### config.mk
export PLATFORM = sky130hd
export DESIGN_NAME = tri_scan_writer
export DESIGN_NICKNAME = d
export VERILOG_FILES = /design/src/rtl/tri_scan_writer.sv
export SDC_FILE = /design/constraint.sdc
export NUM_CORES = 1
export LEC_CHECK = 0
export ABC_AREA = 1
export ABC_CLOCK_PERIOD_IN_PS = 2680
export CAP_MARGIN = 20
export CELL_PAD_IN_SITES_DETAIL_PLACEMENT = 0
export CELL_PAD_IN_SITES_GLOBAL_PLACEMENT = 1
export CORE_MARGIN = 3
export CORE_UTILIZATION = 43
export CTS_BUF_LIST = sky130_fd_sc_hd__clkbuf_4
export DETAILED_ROUTE_END_ITERATION = 7
export PLACE_DENSITY_LB_ADDON = 0.1
export RECOVER_POWER = 100
export SYNTH_ARGS = -nofsm -noshare
export SYNTH_HDL_FRONTEND = slang
export SYNTH_SLANG_ARGS = --single-unit
### constraint.sdc
create_clock -name clk -period 2.68 [get_ports clk]
set_clock_uncertainty 0.2 [all_clocks]
set_input_delay 0.536 -clock clk [delete_from_list [all_inputs] [get_ports clk]]
set_output_delay 0.536 -clock clk [all_outputs]
set_load 0.02 [all_outputs]
### src/rtl/tri_scan_writer.sv
// Triangle bounding-box scan writer: walks a clamped box row-major through an external
// fixed-latency inside-test and writes covered pixels to a BRAM port, or clears the frame.
module tri_scan_writer #(
    parameter int unsigned FRAME_WIDTH  = 512,
    parameter int unsigned FRAME_HEIGHT = 384,
    parameter int unsigned COORD_BITS   = 16,
    parameter int unsigned ADDR_BITS    = 18,
    parameter int unsigned COLOR_WIDTH  = 16,
    parameter int unsigned TEST_LATENCY = 4
) (
    input  logic                   clk,
    input  logic                   rst,
    input  logic                   tri_valid,
    output logic                   tri_ready,
    input  logic [COORD_BITS-1:0]  tri_xmin,
    input  logic [COORD_BITS-1:0]  tri_xmax,
    input  logic [COORD_BITS-1:0]  tri_ymin,
    input  logic [COORD_BITS-1:0]  tri_ymax,
    input  logic [COLOR_WIDTH-1:0] tri_color,
    input  logic                   clear_req,
    input  logic [COLOR_WIDTH-1:0] clear_color,
    output logic [COORD_BITS-1:0]  test_x,
    output logic [COORD_BITS-1:0]  test_y,
    output logic                   test_valid,
    input  logic                   test_inside,
    output logic                   pix_we,
    output logic [ADDR_BITS-1:0]   pix_addr,
    output logic [COLOR_WIDTH-1:0] pix_data,
    output logic                   busy,
    output logic                   done
);

    localparam int unsigned NPIX = FRAME_WIDTH * FRAME_HEIGHT;
    localparam int unsigned CW   = (NPIX > 1) ? $clog2(NPIX) : 1;
    localparam int unsigned DW   = $clog2(TEST_LATENCY + 1);
    localparam int unsigned PW   = ADDR_BITS + COORD_BITS;

    localparam logic [CW-1:0] CLR_LAST   = CW'(NPIX - 1);
    localparam logic [DW-1:0] DRAIN_LAST = DW'(TEST_LATENCY - 1);

    localparam logic signed [COORD_BITS-1:0] X_END  = COORD_BITS'(FRAME_WIDTH);
    localparam logic signed [COORD_BITS-1:0] Y_END  = COORD_BITS'(FRAME_HEIGHT);
    localparam logic signed [COORD_BITS-1:0] X_LAST = COORD_BITS'(FRAME_WIDTH - 1);
    localparam logic signed [COORD_BITS-1:0] Y_LAST = COORD_BITS'(FRAME_HEIGHT - 1);

    typedef enum logic [1:0] {
        IDLE  = 2'd0,
        SCAN  = 2'd1,
        DRAIN = 2'd2,
        CLEAR = 2'd3
    } state_t;

    state_t state, state_d;

    logic                   rdy_q;
    logic                   accept;
    logic                   enter_clear;
    logic                   box_empty;
    logic                   scan_last;
    logic                   done_d;

    logic signed [COORD_BITS-1:0] xmin_s, xmax_s, ymin_s, ymax_s;
    logic [COORD_BITS-1:0]  x_lo, x_hi, y_lo, y_hi;

    logic [COORD_BITS-1:0]  bx_lo, bx_hi, by_hi;
    logic [COORD_BITS-1:0]  cur_x, cur_y;
    logic [COLOR_WIDTH-1:0] job_color;
    logic [CW-1:0]          clr_cnt;
    logic [DW-1:0]          drn_cnt;
    logic [ADDR_BITS-1:0]   scan_addr;

    logic [TEST_LATENCY-1:0] pipe_valid;
    logic [ADDR_BITS-1:0]    pipe_addr  [TEST_LATENCY];
    logic [COLOR_WIDTH-1:0]  pipe_color [TEST_LATENCY];

    // Handshake and status; ready is held low until the first edge after reset release.
    assign tri_ready   = rdy_q && (state == IDLE) && !clear_req;
    assign accept      = tri_valid && tri_ready;
    assign enter_clear = rdy_q && (state == IDLE) && clear_req;
    assign busy        = (state != IDLE);
    assign test_valid  = (state == SCAN);
    assign test_x      = cur_x;
    assign test_y      = cur_y;

    // Emptiness is judged on the raw signed box, before clamping.
    assign xmin_s    = $signed(tri_xmin);
    assign xmax_s    = $signed(tri_xmax);
    assign ymin_s    = $signed(tri_ymin);
    assign ymax_s    = $signed(tri_ymax);
    assign box_empty = (xmin_s > xmax_s) || (ymin_s > ymax_s) ||
                       xmax_s[COORD_BITS-1] || ymax_s[COORD_BITS-1] ||
                       (xmin_s >= X_END) || (ymin_s >= Y_END);

    assign x_lo = xmin_s[COORD_BITS-1] ? '0 : tri_xmin;
    assign y_lo = ymin_s[COORD_BITS-1] ? '0 : tri_ymin;
    assign x_hi = (xmax_s > X_LAST) ? X_LAST : tri_xmax;
    assign y_hi = (ymax_s > Y_LAST) ? Y_LAST : tri_ymax;

    assign scan_last = (cur_x == bx_hi) && (cur_y == by_hi);
    assign scan_addr = ADDR_BITS'(PW'(cur_y) * PW'(FRAME_WIDTH) + PW'(cur_x));

    // Write port: clear writes come straight from the counter, scan writes from the pipe tail.
    assign pix_we   = (state == CLEAR) || (pipe_valid[TEST_LATENCY-1] && test_inside);
    assign pix_addr = (state == CLEAR) ? ADDR_BITS'(clr_cnt) : pipe_addr[TEST_LATENCY-1];
    assign pix_data = (state == CLEAR) ? job_color : pipe_color[TEST_LATENCY-1];

    always_comb begin
        state_d = state;
        done_d  = 1'b0;
        case (state)
            IDLE: begin
                if (enter_clear) begin
                    state_d = CLEAR;
                end else if (accept) begin
                    if (box_empty) done_d = 1'b1;
                    else           state_d = SCAN;
                end
            end
            SCAN: begin
                if (scan_last) state_d = DRAIN;
            end
            DRAIN: begin
                if (drn_cnt == DRAIN_LAST) begin
                    state_d = IDLE;
                    done_d  = 1'b1;
                end
            end
            CLEAR: begin
                if (clr_cnt == CLR_LAST) begin
                    state_d = IDLE;
                    done_d  = 1'b1;
                end
            end
            default: state_d = IDLE;
        endcase
    end

    always_ff @(posedge clk or negedge rst) begin
        if (!rst) begin
            state      <= IDLE;
            done       <= 1'b0;
            rdy_q      <= 1'b0;
            bx_lo      <= '0;
            bx_hi      <= '0;
            by_hi      <= '0;
            cur_x      <= '0;
            cur_y      <= '0;
            job_color  <= '0;
            clr_cnt    <= '0;
            drn_cnt    <= '0;
            pipe_valid <= '0;
            for (int i = 0; i < int'(TEST_LATENCY); i++) begin
                pipe_addr[i]  <= '0;
                pipe_color[i] <= '0;
            end
        end else begin
            state <= state_d;
            done  <= done_d;
            rdy_q <= 1'b1;

            // Job capture and row-major walk; x wraps back to the clamped left edge.
            if (accept) begin
                bx_lo     <= x_lo;
                bx_hi     <= x_hi;
                by_hi     <= y_hi;
                cur_x     <= x_lo;
                cur_y     <= y_lo;
                job_color <= tri_color;
            end else if (state == SCAN && !scan_last) begin
                if (cur_x == bx_hi) begin
                    cur_x <= bx_lo;
                    cur_y <= cur_y + COORD_BITS'(1);
                end else begin
                    cur_x <= cur_x + COORD_BITS'(1);
                end
            end

            if (enter_clear) begin
                job_color <= clear_color;
                clr_cnt   <= '0;
            end else if (state == CLEAR) begin
                clr_cnt <= clr_cnt + CW'(1);
            end

            if (state == DRAIN) drn_cnt <= drn_cnt + DW'(1);
            else                drn_cnt <= '0;

            // Address/color ride alongside the issued pixel until its inside result returns.
            pipe_valid[0] <= test_valid;
            pipe_addr[0]  <= scan_addr;
            pipe_color[0] <= job_color;
            for (int i = 1; i < int'(TEST_LATENCY); i++) begin
                pipe_valid[i] <= pipe_valid[i-1];
                pipe_addr[i]  <= pipe_addr[i-1];
                pipe_color[i] <= pipe_color[i-1];
            end
        end
    end

endmodule

== After elaboration in Yosys (flattened, before gate mapping) ==
Index checks and enable logic that the tools add are counted.
Word-level totals
  output and inout bits: 71
  logic and storage cells: 96
  bits of input ports: 101
  register bits: 261
Operators by class
  reductions and logical operators: 23
  muxes and demuxes: 30
  equal/unequal tests: 12
  order comparisons: 6
  $add $sub $neg: 5
Operators with widths (number)
  $mux W16: 11
  $mux W18: 3
  $add A16 B1 Y16 const B: 2
  $eq A16 B16 Y1: 2
  $gt A16 B10 Y1 const B: 2
  $gt A16 B16 Y1: 2
  $mux W15: 2
  $add A18 B1 Y18 const B: 1
  $add A18 B16 Y18: 1
  $eq A18 B18 Y1 const B: 1
  $ge A16 B10 Y1 const B: 1
  $ge A16 B11 Y1 const B: 1
  $mux W2: 6
  $reduce_bool A2 Y1: 5
  $pmux W2 S4: 1
  $logic_and A1 B1 Y1: 7
  $logic_or A1 B1 Y1: 6
  $ne A3 B3 Y1 const B: 2
  $mux W1: 5
  $reduce_and A5 Y1: 1
  $eq A2 B2 Y1 const B: 2
  $ne A2 B1 Y1 const B: 2
  $add A3 B1 Y3 const B: 1
  $eq A3 B2 Y1 const B: 1
  7 further kinds: 8

== Longest topological paths before layout ==
Gate-level depths: netlist of run 1.
  word-level depth: 10
  depth in mapped cells: 17
  depth with buffers taken out: 17

== Least setup slack after synthesis of run 1 ==
OpenSTA, ideal clock, no wires.
  path kind: flip-flop to flip-flop
  start point: reg cur_y[0] (netlist: test_y[0])
  end point: reg pipe_addr[71] (netlist bit)
  arrival time: 2.054 ns
  required time: 2.400 ns
  slack: 0.346 ns
  setup time: 0.080 ns
  stages on the path, launching flop included: 10
  cell sequence: dfrtp_1 > ha_1 > inv_1 > fa_1 > o21ai_0 > a21oi_1 > o21bai_1 > nand2_1 > a21oi_1 > xor2_1
On the way
  cells in the longest elaborated chain, start to end: 1
Ends and longest elaborated chain
  start, declared: line 66  | logic [COORD_BITS-1:0] cur_x, cur_y;
  start signal, assigned: line 167  | cur_y <= y_lo;
  start signal, assigned: line 172  | cur_y <= cur_y + COORD_BITS'(1);
  $add A18 B16 Y18: line 100  | assign scan_addr = ADDR_BITS'(PW'(cur_y) * PW'(FRAME_WIDTH) + PW'(cur_x));
  via scan_addr[17]: line 70  | logic [ADDR_BITS-1:0] scan_addr;
  end signal, assigned by index: line 194  | pipe_addr[i] <= pipe_addr[i-1];
  end, declared: line 73  | logic [ADDR_BITS-1:0] pipe_addr [TEST_LATENCY];
The timed path passes the listed nets, and every way through them passes these cells.
A chain may end at the register's enable or synchronous reset.

== Worst setup path in the final report of run 1 ==
  start point: reg cur_y[9] (netlist: test_y[9])
  end point: out test_y[9]
RTL lines
  end, declared: line 23  | output logic [COORD_BITS-1:0] test_y,
No word-level cell between the ends.

==> impl_metrics.json, run 1 <==
{
  "cts_made_buffers": 72,
  "synthToLayoutAreaGrowth_pct": 28.6,
  "r2r_slack_ns": 0.22,
  "fin_area_sq_mm": 0.0148,
  "startpoint": "test_y[9]",
  "routed_via_density": 4.87,
  "slew_violations": 66,
  "wl_per_cell_um": 14.9,
  "post-synth-top-count-cell": "nand2_1",
  "violations": "max-capacitance violations, max-slew violations",
  "rsz0062_at_grt": "false",
  "antenna_found_initial": 1,
  "syn_area_per_cell_sq_um": 9.32,
  "h-tree-depth": 3,
  "initial_utilization_pct": 44.0,
  "final_core_util_pct": 56.6,
  "hp-class": "reg2reg",
  "grt_max_degree": 67,
  "grtUsageTotal_pct": 19.9,
  "nFillCells": 2397,
  "cp.arrival_ns": 1.85,
  "yosysTopAreaCell": "dfrtp_1",
  "gp_congestion": 0.923,
  "port_buffers": 171,
  "reg2reg_depth": 9,
  "period_minus_slack_ns": 2.58,
  "remaining_drc_errors": 0,
  "drive_gt1_share_pct": 16.5,
  "fp.dieW_um": 170,
  "dr.first_iter.drc_count": 439,
  "maxCapViolations": 1,
  "async_flop_share_pct": 100,
  "first_global_vias": 9186,
  "path_delay_family": "buffers and inverters",
  "dpl_cell_area_sq_mm": 0.0141,
  "synth.cell_area_sq_mm": 0.0115,
  "cp_slowest_stage_delay_ns": 0.67,
  "root_buffer": "clkbuf_4",
  "synthTopCellsByCount": "nand2_1 (306), dfrtp_1 (260), inv_1 (134)",
  "critical_path_depth": 1,
  "endpoint": "test_y[9]",
  "netlist_instances": 1233,
  "total_power_mw": 8.27,
  "crit_buf_inv": 1,
  "gr-total-overflow": 0,
  "dpl.hpwl_um": 20500,
  "fin_ws_ns": 0.0953,
  "ir_worst_vdd_uv": 222,
  "totalWireLength_um": 28400,
  "seq_area_frac_synth_pct": 56.6,
  "final_cells": 1901,
  "hold_viol_final": 0,
  "r2r_end": "pipe_addr[71]",
  "tightest_slew_ns": 1.64,
  "dr.pass1.iters": 5,
  "ant_nets": 0,
  "max_freq_ghz": 0.387,
  "die_y_um": 170,
  "std_cell_rows": 59,
  "crit_type": "reg2out",
  "fin_tns_setup_ns": 0,
  "endpoint_kind": "output pin",
  "synth_edf_count": 0,
  "worstReg2RegStart": "test_y[0]",
  "crit_path_max_fanout": 8,
  "p_leak_nw": 7.20,
  "setup_viol": 0,
  "synth_cell_types": 50,
  "cp-start-kind": "flop",
  "dp.cells": 1770,
  "nets": 1660,
  "via_count": 9252,
  "synth_top_area_share_pct": 56.6,
  "finalCritPeriodShare_pct": 96.4,
  "synthTopCellsByArea": "dfrtp_1 (57%), nand2_1 (10%), ha_1 (4.8%)",
  "status": "finished with violations",
  "whs_ns": 0.118,
  "maxSlewHeadroom_pct": -9.24,
  "insertion_delay_ns": 0.68,
  "ys.warnings.count": 0,
  "clkSinkCount": 260,
  "ios": 172,
  "required_ns": 1.94,
  "core_sq_mm": 0.0261,
  "grt_pass1_wl_um": 45700,
  "clkSlewWorstSetupHoldPaths_ns": 0.07,
  "syn-num-nets": 1379,
  "die-area_sq_mm": 0.0287,
  "cellPowerDensity_mw_per_mm2": 560,
  "synth-main-ff-cell": "dfrtp_1",
  "crit_slowest_cell": "clkdlybuf4s50_1",
  "cts_tree": "built",
  "cts_max_path_buffers": 3,
  "ys_ff_latch": 260,
  "pre_cts_slack_ns": -0.124,
  "path_cells": "clkdlybuf4s50_1",
  "min_from": "pipe_color[31]"
}
-- final cells by class --
class | count | area [sq um] | share of cell area (%)
flip-flops and latches | 260 | 6510 | 44.1
multi-input cells | 782 | 4180 | 28.3
repair buffers | 255 | 2230 | 15.1
clock buffers | 105 | 788 | 5.33
inverters | 143 | 542 | 3.67
well taps | 335 | 419 | 2.84
clock inverters | 20 | 108 | 0.728
diodes | 1 | 2.50 | 0.0169
-- layer usage --
layer	GRT usage [%]	part of all wire (%)
met1	27.4	47
met2	31.3	46
met3	4.59	5.4
met4	6.86	2.1
met5	0	0
-- cell families after synthesis --
family / after synthesis / share of synthesized area [%]
buffers and inverters: 191 / 7.03
XOR/XNOR: 35 / 2.67
adder cells (fa/ha/maj): 45 / 4.96
other: 1 / 0.0326
flip-flops: 260 / 56.6
AO/OA/AOI/OAI: 212 / 10.8
AND/OR/NAND/NOR: 489 / 17.9
-- worst min-delay path by stage --
stage,to,depth (start not counted)
2_1_floorplan,bx_hi[0],0
3_3_place_gp,pipe_color[2],0
5_1_grt,pipe_color[15],0
3_5_place_dp,pipe_addr[0],0
4_1_cts,pipe_color[15],0
6_report,pipe_color[15],0
-- power breakdown --
group / internal [mW] / switching [mW] / total, mW / leakage [nW]
Combinational: 0.323 / 0.347 / 0.670 / 3.59
Sequential: 4.08 / 0.0732 / 4.15 / 3.09
Clock: 1.81 / 1.64 / 3.45 / 0.523
Total: 6.22 / 2.06 / 8.27 / 7.20
-- registers in the layout, summed over array words and instances (netlist names) --
name / cells
bx_hi: 16
clr_cnt: 18
drn_cnt: 3
test_y: 16
job_color: 16
rdy_q: 1
pipe_addr: 72
state: 2
by_hi: 16
test_x: 16
bx_lo: 15
pipe_valid: 4
done: 1
pipe_color: 64
-- placed cells by master (no fill, tap or decap), types with 9 or more instances in the layout --
cell	n
nand2_1	306
dfrtp_1	254
inv_1	135
clkdlybuf4s50_1	116
clkbuf_4	105
o21ai_0	90
nor2_1	85
buf_4	59
nand3_1	44
ha_1	44
a21oi_1	37
clkbuf_2	31
xor2_1	28
nand4_1	19
a31oi_1	17
o211ai_1	17
nor3_1	16
clkbuf_1	13
clkinv_1	12
o21ai_1	10
dlygate4sd3_1	10
a22oi_1	9
-- timing repair --
| item | 4_1_cts | 5_1_grt |
|---|---|---|
| pin swaps | 0 | 1 |
| buffers inserted | 0 | 2 |
| hold endpoints to repair | 91 | 0 |
| cloned | 0 | 2 |
| gates resized for setup | 154 | 42 |
| endpoints found under the setup margin | 42 | 39 |
| hold buffers | 1 | 0 |
Power figures use the tool's default switching activity.
==> run 2: changes to the inputs <==
==> constraint.sdc (replaced) <==
create_clock -name clk -period 2.68 [get_ports clk]
set_clock_uncertainty 0.2 [all_clocks]
set_input_delay 0.536 -clock clk [delete_from_list [all_inputs] [get_ports clk]]
set_output_delay 0.536 -clock clk [all_outputs]
set_load 0.1 [all_outputs]
==> run 2 against run 1 <==
Net effect:
- critical endpoint is now pix_we
- register-to-register slack barely moved
- critical path depth rose by 3
- largest cell class unchanged
- cell count fell by 0.32%
- flip-flop and latch count did not move
- power rose by 5.3%
- fmax fell by 1.8%
- first-iteration DRC count rose by 11%
- combinational power rose by 32%
- cell area rose by 3.0%
- count of clock-buffer cells in the layout fell by 2
- the run still ends with max-capacitance violations, max-slew violations left
==> impl_metrics.json, run 2 (synthesis gave the netlist of run 1 again) <==
{
  "root_buffer": "clkbuf_4",
  "die_y_um": 170,
  "nets": 1656,
  "clkSlewWorstSetupHoldPaths_ns": 0.07,
  "p_seq_share_pct": 47.7,
  "ios": 172,
  "ir_worst_vdd_uv": 324,
  "initial_utilization_pct": 44.0,
  "cp.arrival_ns": 1.90,
  "final_cell_mix": "nand2_1 (306), dfrtp_1 (257), inv_1 (134), clkbuf_4 (106), clkdlybuf4s50_1 (99)",
  "period_minus_slack_ns": 2.63,
  "r2r_end": "test_x[13]",
  "cts_max_path_buffers": 3,
  "final_common_cell": "nand2_1",
  "worstReg2RegStart": "state[1]",
  "cts_tree": "built",
  "gp_congestion": 0.908,
  "startpoint": "state[0]",
  "rsz0062_at_grt": "true",
  "swShare_pct": 25.5,
  "hp-class": "reg2reg",
  "hold_viol_final": 0,
  "antenna_found_initial": 1,
  "reg2reg_depth": 12,
  "path_delay_family": "buffers and inverters",
  "fin_tns_setup_ns": 0,
  "crit_buf_inv": 2,
  "ant_nets": 0,
  "setup_viol": 0,
  "p_int_mw": 6.49,
  "cts_made_buffers": 72,
  "crit_slowest_cell": "dfrtp_1",
  "synthToLayoutAreaGrowth_pct": 32.4,
  "path_cells": "nand2_4 > bufbuf_16 > nand2_1 > buf_12",
  "dr.first_iter.drc_count": 487,
  "final_core_util_pct": 58.2,
  "grtUsageTotal_pct": 20.2,
  "crit_path_max_fanout": 18,
  "crit_type": "reg2out",
  "required_ns": 1.94,
  "max_freq_ghz": 0.380,
  "regMostFlops": "pipe_addr",
  "totalWireLength_um": 28800,
  "drive_gt1_share_pct": 20.0,
  "die-area_sq_mm": 0.0287,
  "cellPowerDensity_mw_per_mm2": 572,
  "critical_path_depth": 4,
  "power_frac_comb_pct": 10.1,
  "insertion_delay_ns": 0.67,
  "port_buffers": 171,
  "largest_reg_flops": 72,
  "remaining_drc_errors": 0,
  "fp.dieW_um": 170,
  "slew_violations": 73,
  "cp-start-kind": "flop",
  "routed_via_density": 4.85,
  "cp_slowest_stage_delay_ns": 0.41,
  "r2r_slack_ns": 0.21,
  "violations": "max-capacitance violations, max-slew violations",
  "finalCritPeriodShare_pct": 98.2,
  "core_sq_mm": 0.0261,
  "p_sw_mw": 2.22,
  "dr.pass1.iters": 5,
  "tightest_slew_ns": 1.67,
  "grt_pass1_wl_um": 46500,
  "endpoint": "pix_we",
  "power_frac_clock_pct": 42.2,
  "dpl.hpwl_um": 20900,
  "p_leak_nw": 7.41,
  "maxSlewHeadroom_pct": -11.1,
  "h-tree-depth": 3,
  "gr-total-overflow": 0,
  "first_global_vias": 9275,
  "total_power_mw": 8.71,
  "std_cell_rows": 59,
  "top_regs": "pipe_addr x72, pipe_color x64, clr_cnt x18",
  "grt_max_degree": 73,
  "status": "finished with violations",
  "via_count": 9194,
  "wl_per_cell_um": 15.2,
  "maxCapViolations": 1,
  "clkSinkCount": 260,
  "endpoint_kind": "output pin"
}
## run 2: cell types whose count changed in the layout (fill, tap and decap cells not counted), sizes merged, moves of 3 or more
cell,change
buf,+27
dlygate4sd2,-5
bufinv,+3
clkdlybuf4s15,-3
clkdlybuf4s50,-17
dlygate4sd3,-9
## run 2: power by group through the flow
stage	Sequential [mW]	Combinational (mW)	Clock, mW
after CTS	4.15	0.913	3.82
after global routing	4.16	0.968	4.03
after global placement	4.22	0.898	0
final	4.15	0.883	3.67
after floorplan	4.27	0.376	0
after detailed placement	4.22	0.905	0
## run 2: worst min path at each step
stage / start / to / slack [ns] / cells after the start
CTS: pipe_addr[51] / pipe_addr[33] / 0.13 / 0
floorplan: rst / bx_hi[0] / 0.04 / 0
detailed placement: pipe_addr[55] / pipe_addr[37] / 0.13 / 0
global placement: pipe_addr[36] / pipe_addr[18] / 0.13 / 0
finish: pipe_color[51] / pipe_color[35] / 0.13 / 0
global route: pipe_addr[52] / pipe_addr[34] / 0.15 / 0
## run 2: timing repair
item | CTS | global route
buffers inserted | 5 | 0
pin swaps | 1 | 1
hold buffers | 1 | 0
gates cloned | 1 | 0
endpoints found under the hold margin | 67 | 0
setup endpoints to repair | 31 | 22
resized for setup | 6 | 5
## run 2: layer usage
| metal | track usage [%] | up-vias | part of all wire [%] |
|---|---|---|---|
| met2 | 32.3 | 258 | 46 |
| met5 | 0 | - | 0 |
| met4 | 7.82 | 0 | 1.9 |
| met3 | 3.89 | 42 | 5.0 |
| met1 | 27.6 | 4292 | 47 |
| li1 | - | 4602 | - |
## run 2: final cells by class
type                    count  area [sq um]
fillers                  2414         10900
flip-flops and latches    260          6510
multi-input cells         782          4330
repair buffers            251          2480
clock buffers             103           773
inverters                 143           541
well taps                 335           419
clock inverters            19           166
diodes                      2          5.00
## run 2: stage by stage
stage,hold slack [ns],instances,worst slack [ns],area (sq um)
floorplan,0.0404,1233,-0.474,11600
global placement,0.132,1764,-0.0955,14400
detailed placement,0.135,1764,-0.127,14400
CTS,0.130,1893,-0.0119,15500
global route,0.147,1894,-0.0321,15200
finish,0.130,1895,0.0484,15200
==> run 3: changes to the inputs <==
--- a/config.mk
+++ b/config.mk
@@ -6,12 +6,12 @@
 export NUM_CORES = 1
 export LEC_CHECK = 0
 export ABC_AREA = 1
-export ABC_CLOCK_PERIOD_IN_PS = 2680
+export ABC_CLOCK_PERIOD_IN_PS = 2130
 export CAP_MARGIN = 20
 export CELL_PAD_IN_SITES_DETAIL_PLACEMENT = 0
 export CELL_PAD_IN_SITES_GLOBAL_PLACEMENT = 1
 export CORE_MARGIN = 3
-export CORE_UTILIZATION = 43
+export CORE_UTILIZATION = 39
 export CTS_BUF_LIST = sky130_fd_sc_hd__clkbuf_4
 export DETAILED_ROUTE_END_ITERATION = 7
 export PLACE_DENSITY_LB_ADDON = 0.1
==> constraint.sdc (replaced) <==
create_clock -name clk -period 2.13 [get_ports clk]
set_clock_uncertainty 0.2 [all_clocks]
set_input_delay 0.426 -clock clk [delete_from_list [all_inputs] [get_ports clk]]
set_output_delay 0.426 -clock clk [all_outputs]
set_load 0.1 [all_outputs]
==> run 3 against run 2 <==
Net effect:
- the flow finishes with violations (negative setup slack)
- non-clock buffer count increased by 158
- utilization grew 5.5 points
- register-to-register slack got worse by 0.36 ns
- wire length up 9.4%
- largest cell class unchanged
- combinational power rose by 53%
- die area grew 9.9%
- worst hold slack better by 0.0096 ns
- flip-flop and latch count stayed put
- cell area is 21% higher
- via count is 6.2% higher
==> impl_metrics.json, run 3 (synthesis gave the netlist of run 1 again) <==
{
  "status": "finished with violations",
  "violations": "negative setup slack",
  "period_minus_slack_ns": 2.47,
  "hold_depth": 0,
  "gp_congestion": 0.853,
  "insertion_delay_ns": 0.66,
  "hold_path_end": "pipe_addr[2]",
  "maxCapViolations": 0,
  "cts_max_path_buffers": 3,
  "rsz0062_at_grt": "true",
  "totalWireLength_um": 31500,
  "fin_area_sq_mm": 0.0184,
  "crit_type": "reg2out",
  "die_y_um": 178,
  "grt_pass1_wl_um": 50500,
  "die-area_sq_mm": 0.0316,
  "grt_max_degree": 78,
  "crit_path_max_fanout": 7,
  "tightest_slew_ns": 0.670,
  "std_cell_rows": 62,
  "core_sq_mm": 0.0289,
  "first_global_vias": 10000,
  "dpl_cell_area_sq_mm": 0.0163,
  "endpoint_kind": "output pin",
  "cp-start-kind": "flop",
  "antenna_found_initial": 1,
  "initial_utilization_pct": 39.8,
  "final_core_util_pct": 63.8,
  "cp_slowest_stage_delay_ns": 0.45,
  "path_cells": "nand2_8 > buf_12 > buf_8 > nand2_4 > o21ai_4 > buf_12",
  "clkSlewWorstSetupHoldPaths_ns": 0.06,
  "ios": 172,
  "ant_nets": 0,
  "final_common_cell": "nand2_1",
  "synthToLayoutAreaGrowth_pct": 60.1,
  "required_ns": 1.50,
  "setup_viol": 67,
  "top_regs": "pipe_addr x72, pipe_color x64, clr_cnt x18",
  "r2r_end": "pipe_addr[71]",
  "fp.dieW_um": 178,
  "h-tree-depth": 3,
  "fin_tns_setup_ns": -12.39,
  "grtUsageTotal_pct": 20.1,
  "cts_tree": "built",
  "dp.cells": 1931,
  "via_count": 9760,
  "ir_worst_vdd_uv": 375,
  "dpl.hpwl_um": 22300,
  "cpMostUsedCell": "buf_12",
  "wl_per_cell_um": 15.0,
  "min_from": "pipe_addr[20]",
  "p_leak_nw": 8.75,
  "root_buffer": "clkbuf_4",
  "regMostFlops": "pipe_addr",
  "drive_gt1_share_pct": 37.1,
  "maxSlewHeadroom_pct": 55.4,
  "final_cells": 2097,
  "gr-total-overflow": 0,
  "cts_made_buffers": 71,
  "dr.pass1.iters": 5,
  "worstReg2RegStart": "test_y[0]",
  "final_cell_mix": "nand2_1 (247), dfrtp_1 (235), buf_4 (169), inv_1 (124), clkdlybuf4s50_1 (99)",
  "port_buffers": 171,
  "max_freq_ghz": 0.406,
  "reg2reg_depth": 9,
  "nets": 1814,
  "finalCritPeriodShare_pct": 116,
  "cellPowerDensity_mw_per_mm2": 601,
  "dr.first_iter.drc_count": 476,
  "largest_reg_flops": 72,
  "crit_slowest_cell": "dfrtp_2",
  "remaining_drc_errors": 0,
  "r2r_slack_ns": -0.15,
  "fin_ws_ns": -0.335,
  "clkSinkCount": 260,
  "pre_cts_slack_ns": -0.573,
  "cp.arrival_ns": 1.84,
  "slew_violations": 0,
  "routed_via_density": 4.65,
  "hp-class": "reg2reg",
  "hold_viol_final": 0,
  "nFillCells": 2423
}
[run 3: cell count changes in the layout (fill, tap and decap cells not counted), sizes merged]
| cell | previous run | this run |
|---|---|---|
| buf | 102 | 297 |
| clkbuf | 151 | 108 |
| bufbuf | 1 | 0 |
| clkinv | 15 | 14 |
| diode | 2 | 1 |
| dlygate4sd3 | 1 | 2 |
| dlymetal6s4s | 0 | 1 |
| inv | 143 | 144 |
| nand2 | 311 | 312 |
[run 3: layer usage]
| metal | wire (um) | GRT usage (%) | up-vias |
|---|---|---|---|
| li1 | - | - | 4925 |
| met1 | 14400 | 27.7 | 4600 |
| met2 | 15200 | 32.1 | 203 |
| met3 | 1520 | 4.07 | 32 |
| met4 | 424 | 5.99 | 0 |
| met5 | 0 | 0 | - |
[run 3: final cells by class]
cell class	count	area [sq um]	area share, %
clock buffers	98	736	4.00
repair buffers	409	4680	25.5
multi-input cells	783	5210	28.3
clock inverters	19	164	0.891
well taps	384	480	2.61
diodes	1	2.50	0.0136
inverters	143	563	3.06
flip-flops and latches	260	6560	35.6
[run 3: worst max-delay path by stage]
| stage | startpoint | end | slack, ns | cells past startpoint |
|---|---|---|---|---|
| after floorplan | state[1] | test_x[3] | -0.12 | 9 |
| after global routing | state[0] | pix_addr[4] | -0.43 | 6 |
| after CTS | state[1] | pix_addr[8] | -0.40 | 6 |
| after detailed placement | tri_ymax[5] | state[0] | -0.57 | 15 |
| final | state[0] | pix_addr[4] | -0.34 | 6 |
| after global placement | tri_ymax[5] | state[1] | -0.55 | 15 |
[run 3: report_power, final]
| part | total (mW) | internal (mW) | switching (mW) |
|---|---|---|---|
| combinational | 1.35 | 0.624 | 0.724 |
| clock | 4.47 | 2.49 | 1.99 |
| sequential | 5.24 | 5.14 | 0.0962 |
[run 3: worst max-delay path: cells and delay by family, from the launching register on]
kind	cells	cell delay (ns)
AO/OA/AOI/OAI	1	0.07
buffers and inverters	3	0.46
AND/OR/NAND/NOR	2	0.23
flip-flops	1	0.45
[run 3: through the flow]
step / total power [mW] / hold WS [ns]
after CTS: 11.2 / 0.0887
after global routing: 11.7 / 0.120
final: 11.1 / 0.140
after detailed placement: 6.64 / 0.113
after floorplan: 5.88 / -0.0696
after global placement: 6.62 / 0.110
[run 3: timing repair]
action,in CTS,in global routing
hold buffers,3,0
hold endpoints to repair,260,0
setup endpoints to repair,74,118
gates cloned,3,4
setup buffers,30,16
pin swaps,22,59
resized for setup,88,136
